===== src/rtl/imm_gen_stage_if.sv =====
// Handshake/bus bundle for imm_gen_stage: upstream instruction stream in,
// decoded immediate stream out. Master drives the inputs of the stage.
interface imm_gen_stage_if #(
  parameter int XLEN  = 32,
  parameter int TAG_W = 32
);
  logic             flush;
  logic             in_valid;
  logic             in_ready;
  logic [31:0]      instr_in;
  logic [TAG_W-1:0] tag_in;
  logic             out_valid;
  logic             out_ready;
  logic [XLEN-1:0]  imm_out;
  logic [2:0]       imm_type;
  logic [TAG_W-1:0] tag_out;
  logic             illegal_out;

  modport master (
    output flush, in_valid, instr_in, tag_in, out_ready,
    input  in_ready, out_valid, imm_out, imm_type, tag_out, illegal_out
  );

  modport slave (
    input  flush, in_valid, instr_in, tag_in, out_ready,
    output in_ready, out_valid, imm_out, imm_type, tag_out, illegal_out
  );
endinterface


===== src/rtl/imm_gen_stage.sv =====
// RISC-V immediate generator behind a 2-entry skid buffer (latency 1).
// Optional CSR zimm decode (type Z) enabled by macro IMM_GEN_ZICSR_EN.
module imm_gen_stage #(
  parameter int XLEN  = 32,
  parameter int TAG_W = 32
) (
  input  logic            clk,
  input  logic            reset_n,
  imm_gen_stage_if.slave  bus
);

  typedef enum logic [2:0] {
    IMM_NONE = 3'd0,
    IMM_I    = 3'd1,
    IMM_S    = 3'd2,
    IMM_B    = 3'd3,
    IMM_U    = 3'd4,
    IMM_J    = 3'd5,
    IMM_Z    = 3'd6
  } imm_kind_t;

  typedef enum logic [1:0] {
    S_EMPTY = 2'd0,
    S_MAIN  = 2'd1,
    S_FULL  = 2'd2
  } state_t;

  typedef struct packed {
    logic [XLEN-1:0]  imm;
    logic [2:0]       kind;
    logic [TAG_W-1:0] tag;
    logic             illegal;
  } entry_t;

  state_t    state_q, state_d;
  entry_t    main_q, skid_q, dec;
  imm_kind_t kind;
  logic [31:0]     imm32;
  logic [XLEN-1:0] imm_x;
  logic [31:0]     ins;
  logic            accept, load_main, load_skid, promote;

  assign ins = bus.instr_in;

  always_comb begin
    kind  = IMM_NONE;
    imm32 = '0;
    case (ins[6:2])
      5'b00000, 5'b00100, 5'b11001: begin
        kind  = IMM_I;
        imm32 = {{20{ins[31]}}, ins[31:20]};
      end
      5'b01000: begin
        kind  = IMM_S;
        imm32 = {{20{ins[31]}}, ins[31:25], ins[11:7]};
      end
      5'b11000: begin
        kind  = IMM_B;
        imm32 = {{19{ins[31]}}, ins[31], ins[7], ins[30:25], ins[11:8], 1'b0};
      end
      5'b01101, 5'b00101: begin
        kind  = IMM_U;
        imm32 = {ins[31:12], 12'h000};
      end
      5'b11011: begin
        kind  = IMM_J;
        imm32 = {{11{ins[31]}}, ins[31], ins[19:12], ins[20], ins[30:21], 1'b0};
      end
      default: ;
    endcase
    imm_x = XLEN'($signed(imm32));
`ifdef IMM_GEN_ZICSR_EN
    if (ins[6:2] == 5'b11100 && ins[14]) begin
      kind  = IMM_Z;
      imm_x = XLEN'(ins[19:15]);
    end
`endif
    dec.tag     = bus.tag_in;
    dec.illegal = 1'b0;
    dec.kind    = kind;
    dec.imm     = imm_x;
    if (ins[1:0] != 2'b11) begin
      dec.illegal = 1'b1;
      dec.kind    = IMM_NONE;
      dec.imm     = '0;
    end
  end

  always_comb begin
    state_d   = state_q;
    load_main = 1'b0;
    load_skid = 1'b0;
    promote   = 1'b0;
    accept    = bus.in_valid && (state_q != S_FULL);
    case (state_q)
      S_EMPTY: begin
        if (accept) begin
          state_d   = S_MAIN;
          load_main = 1'b1;
        end
      end
      S_MAIN: begin
        if (accept && bus.out_ready) begin
          load_main = 1'b1;
        end else if (accept) begin
          state_d   = S_FULL;
          load_skid = 1'b1;
        end else if (bus.out_ready) begin
          state_d = S_EMPTY;
        end
      end
      S_FULL: begin
        if (bus.out_ready) begin
          state_d = S_MAIN;
          promote = 1'b1;
        end
      end
      default: state_d = S_EMPTY;
    endcase
    // Flush wins over both accept and drain; stale slot contents are masked
    // at the outputs by the EMPTY state, so no data update is needed.
    if (bus.flush) begin
      state_d   = S_EMPTY;
      load_main = 1'b0;
      load_skid = 1'b0;
      promote   = 1'b0;
    end
  end

  always_ff @(posedge clk) begin
    if (!reset_n) begin
      state_q <= S_EMPTY;
      main_q  <= '0;
      skid_q  <= '0;
    end else begin
      state_q <= state_d;
      if (load_main) begin
        main_q <= dec;
      end else if (promote) begin
        main_q <= skid_q;
      end
      if (load_skid) begin
        skid_q <= dec;
      end
    end
  end

  always_comb begin
    bus.out_valid   = (state_q != S_EMPTY);
    bus.in_ready    = (state_q != S_FULL);
    bus.imm_out     = bus.out_valid ? main_q.imm     : '0;
    bus.imm_type    = bus.out_valid ? main_q.kind    : '0;
    bus.tag_out     = bus.out_valid ? main_q.tag     : '0;
    bus.illegal_out = bus.out_valid ? main_q.illegal : 1'b0;
  end

endmodule


===== src/flat_wrapper.sv =====
// flat-port wrapper written by rule: the top's interface ports become plain ports
module imm_gen_stage_flat 
#(
  parameter int XLEN  = 32,
  parameter int TAG_W = 32
)
  (clk, reset_n, bus_flush, bus_in_valid, bus_instr_in, bus_tag_in, bus_out_ready, bus_in_ready, bus_out_valid, bus_imm_out, bus_imm_type, bus_tag_out, bus_illegal_out);
  imm_gen_stage_if #(.XLEN(XLEN), .TAG_W(TAG_W)) bus_i ();
  input  logic clk;
  input  logic reset_n;
  input wire logic [$bits(bus_i.flush)-1:0] bus_flush;
  input wire logic [$bits(bus_i.in_valid)-1:0] bus_in_valid;
  input wire logic [$bits(bus_i.instr_in)-1:0] bus_instr_in;
  input wire logic [$bits(bus_i.tag_in)-1:0] bus_tag_in;
  input wire logic [$bits(bus_i.out_ready)-1:0] bus_out_ready;
  output wire logic [$bits(bus_i.in_ready)-1:0] bus_in_ready;
  output wire logic [$bits(bus_i.out_valid)-1:0] bus_out_valid;
  output wire logic [$bits(bus_i.imm_out)-1:0] bus_imm_out;
  output wire logic [$bits(bus_i.imm_type)-1:0] bus_imm_type;
  output wire logic [$bits(bus_i.tag_out)-1:0] bus_tag_out;
  output wire logic [$bits(bus_i.illegal_out)-1:0] bus_illegal_out;
  assign bus_i.flush = bus_flush;
  assign bus_i.in_valid = bus_in_valid;
  assign bus_i.instr_in = bus_instr_in;
  assign bus_i.tag_in = bus_tag_in;
  assign bus_i.out_ready = bus_out_ready;
  assign bus_in_ready = bus_i.in_ready;
  assign bus_out_valid = bus_i.out_valid;
  assign bus_imm_out = bus_i.imm_out;
  assign bus_imm_type = bus_i.imm_type;
  assign bus_tag_out = bus_i.tag_out;
  assign bus_illegal_out = bus_i.illegal_out;
  imm_gen_stage #(.XLEN(XLEN), .TAG_W(TAG_W)) u_core (.clk(clk), .reset_n(reset_n), .bus(bus_i));
endmodule

===== config.mk =====
export PLATFORM = sky130hd
export DESIGN_NAME = imm_gen_stage_flat
export DESIGN_NICKNAME = d
export VERILOG_FILES = /design/src/rtl/imm_gen_stage_if.sv /design/src/rtl/imm_gen_stage.sv /design/src/flat_wrapper.sv
export SDC_FILE = /design/constraint.sdc
export NUM_CORES = 1
export LEC_CHECK = 0
export CORE_ASPECT_RATIO = 0.6
export CORE_MARGIN = 10
export CORE_UTILIZATION = 47
export CTS_BUF_LIST = sky130_fd_sc_hd__clkbuf_8
export CTS_CLUSTER_SIZE = 40
export DETAILED_ROUTE_END_ITERATION = 7
export HOLD_SLACK_MARGIN = 0.03
export PLACE_DENSITY = 0.71
export SKIP_LAST_GASP = 1
export SYNTH_ARGS = -nofsm -noshare
export SYNTH_HDL_FRONTEND = slang
export SYNTH_SLANG_ARGS = --single-unit

===== constraint.sdc =====
create_clock -name clk -period 2.7 [get_ports clk]
set_input_delay 0.54 -clock clk [delete_from_list [all_inputs] [get_ports clk]]
set_output_delay 0.54 -clock clk [all_outputs]
set_load 0.02 [all_outputs]

==> results.cfg <==
[global_route]
grt_pass1_vias = 5926
grt_max_degree = 53
grt_util_met3_pct = 5.46
grtUsageMet1_pct = 25.5
antenna_found_initial = 0
busiest_layer = met2
grt_overflow = 0
met2_usage_pct = 32.7
track_usage_pct = 20.1
grt_first_pass_wirelength_mm = 30.4

[synth]
synthMuxAreaShare_pct = 5.83
synth-edff-count = 0
synth.avg_cell_area_um2 = 8.57
synth-simple-area-share_pct = 21.3
ys_ff_latch = 138
async_flop_share_pct = 0
yosysWarnings = 0
postSynth.topFlopCell = dfxtp_1
synth_cells = 724
synth_compound_area_share_pct = 23.7
synth.distinct_cells = 46
synth_area_um2 = 6210
syn_nets = 793
synth_top_family_by_area = compound AO/OA/AOI/OAI gates
seq_area_frac_synth_pct = 44.5
synthXorXnorAreaFrac_pct = 0
synth_fa_ha_area_share_pct = 0

[place]
dp_slack_ns = 0.0594
dpl.cell_count = 1002
place_area_um2 = 7910
io_buffers = 138
dpl.hpwl_mm = 13.3
gp_congestion = 0.825

[power_and_ir_drop]
internal-power_uw = 3180
power.switching_uw = 1090
p_leak_uw = 0.00287
swShare_pct = 25.6
comb_power_share_pct = 10.6
ir_drop_mv = 0.307
powerDensity_nw_per_um2 = 512
power_frac_clock_pct = 40.6
pwr-share-seq_pct = 48.7

[clocking]
clk_path_buf_depth = 2
clk_pin_slew_ns = 0.08
cts_tree = built
root_buffer = clkbuf_8
insertion_delay_ns = 0.43
ctsHtreeMaxLevel = 4
holdBufCountCts = 0
clkSinkCount = 138
cts_made_buffers = 17

[detailed_routing]
post-route-drc-count = 0
via_count = 5940
first_iter_violations = 389
wire_per_inst_um = 18.6
routed_via_density = 5.74
route.antenna.remaining_nets = 0
drt_wl_total_mm = 19.3
dr.pass1.iters = 7

[worst_setup_path]
worst_setup_path_start_kind = register
critical_path_class = reg -> out
critPathMaxFanout = 34
critical_path_arrival_ns = 2.05
end_kind = primary output
max_stage_delay_ns = 0.61
worstPathBufferInverterCount = 2
cp_slowest_cell = clkdlybuf4s50_1
cpLargestDelayFamily = buffers and inverters
cp_cell_sequence = or2_4 > buf_12 > and2_1 > clkdlybuf4s50_1
worstPathRequired_ns = 2.16

[sta]
period_needed_ns = 2.59
worstMarginPinSlew_ns = 0.489
hold_viol = 0
fmax_mhz = 387
period_share_pct = 95.8
holdWs_ns = 0.452
rsz0062_at_grt = yes
drv_slew = 0
fin_skew_ns = 0.0125
timing.final.ws_setup_ns = 0.114
relSlewSlack_pct = 67.4
finalSetupViolations = 0

[die]
core_area_um2 = 12900
die_h_um = 109
num_rows = 32
die-area_um2 = 18400
start_util_pct = 48.1
die_w_um = 168
ios = 139

[cells_and_area]
final_cells = 1035
final_area_um2 = 8350
syn2layout_area_growth_pct = 34.5
nets = 920
final_cell_mix = dfxtp_1, nand2_1, clkdlybuf4s50_1
drive_gt1_share_pct = 10.5
final_util_pct = 64.7
final_common_cell = dfxtp_1

[run]
cap_violations = 0

[status]
status = complete, no violations

[worst_hold_path]
hold_path.class = reg -> reg
power by group through the flow:
stage | logic [µW] | clock network, µW | registers, µW
after CTS | 452 | 1760 | 2080
final | 455 | 1740 | 2080
after global routing | 489 | 1860 | 2090
after global placement | 437 | 0 | 2130
after floorplan | 214 | 0 | 2120
after detailed placement | 449 | 0 | 2130
path summary, 6_finish.rpt:
kind	startpoint	endpoint	slack [ns]	depth (start not counted)
max	u_core.state_q[0]$_SDFFE_PP0P_	bus_imm_type[1]	0.11	4
max reg2reg	u_core.state_q[1]$_SDFFE_PP0P_	u_core.main_q[51]$_SDFFE_PN0P_	0.77	5
min	u_core.main_q[20]$_SDFFE_PN0P_	u_core.main_q[20]$_SDFFE_PN0P_	0.45	2
min reg2reg	u_core.main_q[20]$_SDFFE_PN0P_	u_core.main_q[20]$_SDFFE_PN0P_	0.45	2
synth_stat cells (all sizes together), types with 4 or more instances:
library cell  instances  area, µm²
inv                   6       22.5
nor3                  4       30.0
nor2                 17       66.3
clkbuf               57        214
o32ai                26        295
buf                   8       43.8
o32a                  7       70.1
o31ai                26        195
nand2b                4       25.0
or3                   4       25.0
dfxtp               138       2760
mux2i                35        350
a21oi                85        425
and2                 80        500
o21ai                15       75.1
nand2               134        503
a32oi                10       87.6
a22oi                34        255
registers in the layout, summed over array words and instances, names as in the netlist:
name / count
u_core.state_q: 2
u_core.main_q: 68
u_core.skid_q: 68
metrics by stage:
| step | power (µW) | setup TNS, ns |
|---|---|---|
| 2_1_floorplan | 2340 | 0 |
| 3_3_place_gp | 2570 | 0 |
| 3_5_place_dp | 2580 | 0 |
| 4_1_cts | 4290 | 0 |
| 5_1_grt | 4440 | -0.00983 |
| 6_report | 4280 | 0 |
timing repair:
| item | in CTS | in global routing |
|---|---|---|
| gates resized for setup | 3 | 7 |
| endpoints found under the setup margin | 58 | 30 |
| buffers inserted | 0 | 0 |
final cells by class:
cell class	count	area (µm²)
Antenna cell	1	2.50
Clock buffer	17	234
Clock inverter	15	174
Fill cell	1084	4550
Inverter	7	26.3
Multi-Input combinational cell	514	3190
Sequential cell	138	2770
Tap cell	170	213
Timing Repair Buffer	173	1740
worst reg2reg max path: stages (launching register included):
cell,delay [ns]
dfxtp_2,0.36
or3b_4,0.41
or3_1,0.37
or2_0,0.23
buf_4,0.21
o32ai_2,0.27
routing by layer:
layer  up-vias  wire length (µm)  part of all wire (%)
li1       2831                 -                     -
met4         0               198                   1.0
met3        18              1520                   7.9
met5         -                 0                     0
met2       223              9120                    47
met1      2868              8440                    44
cell families (layout without fill, tap and decap cells):
logic type             after synthesis  after routing
other                                0              1
flip-flops                         138            138
multiplexers                        36             36
AO/OA/AOI/OAI                      212            212
buffers and inverters               72            212
AND/OR/NAND/NOR                    266            266
Power figures use the tool's default switching activity.
